File: src/rtl/debouncer.sv
// Push-button debouncer: qualifies a synchronous button level over DEBOUNCE_WAIT
// consecutive cycles and emits a registered one-cycle pulse on each debounced press.
module debouncer #(
  parameter int unsigned DEBOUNCE_WAIT = 1_000_000
) (
  input  logic clk,
  input  logic rst_n,
  input  logic btn,
  output logic btn_pls_out
);

  localparam int unsigned     CNT_W    = $clog2(DEBOUNCE_WAIT + 1);
  localparam logic [CNT_W-1:0] CNT_ZERO = {CNT_W{1'b0}};
  localparam logic [CNT_W-1:0] CNT_ONE  = CNT_W'(1);
  localparam logic [CNT_W-1:0] CNT_LAST = CNT_W'(DEBOUNCE_WAIT - 1);

  logic             stable_r;
  logic             stable_s;
  logic [CNT_W-1:0] count_r;
  logic [CNT_W-1:0] count_s;
  logic             pulse_r;
  logic             pulse_s;

  // Next-state logic: count cycles of disagreement; any agreement restarts qualification.
  always_comb begin
    stable_s = stable_r;
    count_s  = CNT_ZERO;
    pulse_s  = 1'b0;
    if (btn == stable_r) begin
      count_s = CNT_ZERO;
      pulse_s = 1'b0;
    end else if (count_r < CNT_LAST) begin
      count_s = count_r + CNT_ONE;
      pulse_s = 1'b0;
    end else begin
      // Only a rising debounced edge produces a pulse; a release updates silently.
      stable_s = btn;
      count_s  = CNT_ZERO;
      pulse_s  = btn;
    end
  end

  // State and output registers with asynchronous active-low reset.
  always_ff @(posedge clk or negedge rst_n) begin
    if (!rst_n) begin
      stable_r <= 1'b0;
      count_r  <= CNT_ZERO;
      pulse_r  <= 1'b0;
    end else begin
      stable_r <= stable_s;
      count_r  <= count_s;
      pulse_r  <= pulse_s;
    end
  end

  assign btn_pls_out = pulse_r;

endmodule

File: config.mk
export PLATFORM = sky130hd
export DESIGN_NAME = debouncer
export DESIGN_NICKNAME = d
export VERILOG_FILES = /design/src/rtl/debouncer.sv
export SDC_FILE = /design/constraint.sdc
export NUM_CORES = 1
export LEC_CHECK = 0
export CORE_MARGIN = 10
export CORE_UTILIZATION = 60
export DETAILED_ROUTE_END_ITERATION = 16
export PLACE_DENSITY = 0.78
export SLEW_MARGIN = 20
export SYNTH_ARGS = -nofsm -noshare
export SYNTH_HDL_FRONTEND = slang
export SYNTH_SLANG_ARGS = --single-unit
File: constraint.sdc
create_clock -name clk -period 2.1 [get_ports clk]
set_clock_uncertainty 0.2 [all_clocks]
set_input_delay 0.42 -clock clk [delete_from_list [all_inputs] [get_ports clk]]
set_output_delay 0.42 -clock clk [all_outputs]
set_load 0.03 [all_outputs]
==> flow_metrics.tcl <==
set metrics [dict create \
    p_int_uw 560 \
    synth_common_cells "22 x sky130_fd_sc_hd__dfrtp_1, 13 x sky130_fd_sc_hd__a211oi_1, 9 x sky130_fd_sc_hd__nand2_1" \
    path_class "flip-flop to flip-flop" \
    timing_max_transition_violations_final 0 \
    critPathArrivalTime_ps 1990 \
    postPlaceCellArea_um2 1450 \
    worst-path-max-fanout 12 \
    routed-via-count 1111 \
    worst-endpoint-required_ps 2110 \
    syn-num-nets 134 \
    yosys_most_used_dff "sky130_fd_sc_hd__dfrtp_1" \
    grt.overflow.total 0 \
    outcome "finished clean" \
    synth.lib_cells_used.distinct 38 \
    finish.instance_area_um2 1500 \
    synthesis.yosys.warnings 0 \
    root_buffer "sky130_fd_sc_hd__clkbuf_4" \
    detailedRoute.firstIterationViolations 52 \
    critical_path.endpoint_type "flip-flop" \
    floorplan.die.width_um 67.2 \
    fp.dieArea_um2 4520 \
    worstHoldPathType "input pin to async pin" \
    critPathLaunch "count_r[3]" \
    critical_path.cell_chain "and4_4 > a2111oi_4 > o211ai_2 > buf_4 > a211oi_1" \
    clock_path_buffers 2 \
    numCtsBuffers 3 \
    coreArea_um2 2170 \
    clock_power_share_pct 32.4 \
    slowest_delay_ps 450 \
    place_hpwl_mm 1.98 \
    place_ws_ps -148 \
    cts_num_sinks 22 \
    worst-slew-pin-transition_ps 1100 \
    register_bit_total_from_synthesis 22 \
    leakage_nw 0.543 \
    power_switching_uw 165 \
    r2r-start "count_r[3]" \
    grt_pass1_wl_mm 5.31 \
    cp-start-kind "flip-flop" \
    remaining_drc_errors 0 \
    power.share.switching_pct 22.8 \
    setup_viol 0 \
    layout_stage_area_growth_over_the_synthesis_result_pct 12.0 \
    total_iterations_of_the_first_detailed_routing_run 4 \
    synth_most_common_cell "sky130_fd_sc_hd__dfrtp_1" \
    post_synth_edffs 0 \
    cts_max_level 1 \
    min_period_over_period_pct 94.4 \
    crit-reg2reg-capture "count_r[9]" \
    ir_drop_uv 425 \
    via_count_of_the_first_global_routing_pass 1140 \
    antenna_cells_inserted 0 \
    reg2reg_setup_slack_ps 120 \
    endpoint "count_r[9]" \
    fin_ws_ps 117 \
    max_slew_margin_pct 26.6 \
    final_net_count 147 \
    maxCapViolCount 0 \
    setup_total_negative_slack_ps 0 \
    routedWlPerCell_um 17.0 \
    seq_area_frac_synth_pct 41.2 \
    route.detailed.vias_per_inst 6.54 \
    clk_transition_reported_paths_ps 120 \
    synthesis.area_um2 1340 \
    layout-drive-gt1-share_pct 23.9 \
    seq_power_share_pct 60.1 \
    boundaryPins 4 \
    power.share.combinational_pct 7.5 \
    fmax_mhz 504 \
    initial_utilization_pct 61.6 \
    routed_wirelength_mm 2.89 \
    last_weighted_congestion_value_of_the_routability_driven_placer 0.905 \
    grt_usage_pct 14.6 \
    cts_tree "done" \
    synth_top_cell_by_area "sky130_fd_sc_hd__dfrtp_1" \
    timing_hold_violations_final 0 \
    grt_setup_unrepaired "no" \
    grt_start_max_net_pins 23 \
    power_density_nw_per_um2 484 \
    rr_worst_depth 5 \
    rows 17 \
    numPortBuffers 3 \
    die_h_um 67.2 \
    grt_antenna_before_repair 0 \
    totalPowerFinal_uw 725 \
    worst_path_max_delay_cell "sky130_fd_sc_hd__dfrtp_1" \
    avgSynthCellArea_um2 10.3 \
    final_period_minus_worst_setup_slack_ps 1980 \
    synthDominantCellAreaShare_pct 41.2 \
    synthesis.instances 130 \
    synth.top_cells.by_area "sky130_fd_sc_hd__dfrtp_1 41%, sky130_fd_sc_hd__a211oi_1 7.3%, sky130_fd_sc_hd__a221oi_2 5.6%, sky130_fd_sc_hd__xnor2_1 5.2%, sky130_fd_sc_hd__xor2_1 3.3%" \
    route.antenna.remaining_nets 0 \
    clk-insertion-delay-late_ps 300 \
    ys_async_sr_fraction_pct 100 \
]
-- flip-flops by register name, indices dropped and copies added, names as in the netlist --
register     cells
btn_pls_out      1
count_r         20
stable_r         1
-- area by class of cell --
type,instances,area (um2)
inverters,5,18.8
clock buffers,4,36.3
fillers,179,672
well taps,28,35.0
repair buffers,16,128
multi-input cells,95,729
flip-flops and latches,22,551
-- critical path: cells and delay by family, from the launching register on --
kind,cells,cell delay [ps]
simple gates,1,250
compound gates,3,760
buf+inv,1,210
flops,1,450
-- layout by cell type (no fill, tap or decap), types with 3 or more instances in the layout --
| master | Yosys | layout |
|---|---|---|
| sky130_fd_sc_hd__xor2_1 | 5 | 5 |
| sky130_fd_sc_hd__buf_4 | 0 | 13 |
| sky130_fd_sc_hd__clkbuf_4 | 0 | 3 |
| sky130_fd_sc_hd__nand2_1 | 9 | 9 |
| sky130_fd_sc_hd__nor2_1 | 6 | 6 |
| sky130_fd_sc_hd__or4_1 | 3 | 3 |
| sky130_fd_sc_hd__nand4_1 | 6 | 6 |
| sky130_fd_sc_hd__clkdlybuf4s50_1 | 0 | 3 |
| sky130_fd_sc_hd__o21ai_0 | 3 | 3 |
| sky130_fd_sc_hd__nand3_1 | 8 | 8 |
| sky130_fd_sc_hd__dfrtp_1 | 22 | 22 |
| sky130_fd_sc_hd__inv_1 | 5 | 5 |
| sky130_fd_sc_hd__a221oi_2 | 5 | 5 |
| sky130_fd_sc_hd__a211oi_1 | 13 | 13 |
| sky130_fd_sc_hd__xnor2_1 | 8 | 7 |
-- worst min path at each step --
stage / start / end / slack [ps] / cells past startpoint
2_1_floorplan: rst_n / btn_pls_out / -80 / 0
3_3_place_gp: count_r[0] / count_r[0] / 340 / 2
3_5_place_dp: count_r[0] / count_r[0] / 350 / 2
4_1_cts: rst_n / count_r[19] / 250 / 2
5_1_grt: rst_n / btn_pls_out / 260 / 2
6_report: rst_n / count_r[19] / 240 / 2
-- routing by layer --
layer  GRT usage [%]  up-vias  part of all wire [%]
li1                -      531                     -
met1            20.1      552                    47
met2            22.0       24                    48
met3            2.98        4                   4.5
met4            5.38        0                  0.87
met5               0        -                     0
-- logic make-up after synthesis --
family | synth area share (%)
compound gates | 24.3
xor+xnor | 8.51
fa+ha+maj | 0.935
buf+inv | 5.05
flops | 41.2
simple gates | 20.0
-- per-stage QoR --
step / cells / hold WS (ps) / utilization, %
3_5_place_dp: 165 / 354 / 66.9
3_3_place_gp: 165 / 339 / 66.9
6_report: 170 / 244 / 69.0
4_1_cts: 169 / 251 / 68.6
5_1_grt: 170 / 260 / 69.0
2_1_floorplan: 130 / -75.6 / -
-- power groups by stage --
stage	Sequential (mW)	Clock [mW]	Combinational [mW]
after floorplan	0.445	0	0.0216
after global placement	0.443	0	0.0488
after detailed placement	0.444	0	0.0502
after CTS	0.436	0.242	0.0506
after global routing	0.436	0.254	0.0611
final	0.435	0.235	0.0543
-- what timing repair did --
item | CTS | global route
buffers inserted | 0 | 1
hold buffers | 0 | 0
setup endpoints to repair | 0 | 6
resized for setup | 0 | 1
No activity file was read; power rests on OpenSTA's default activity.
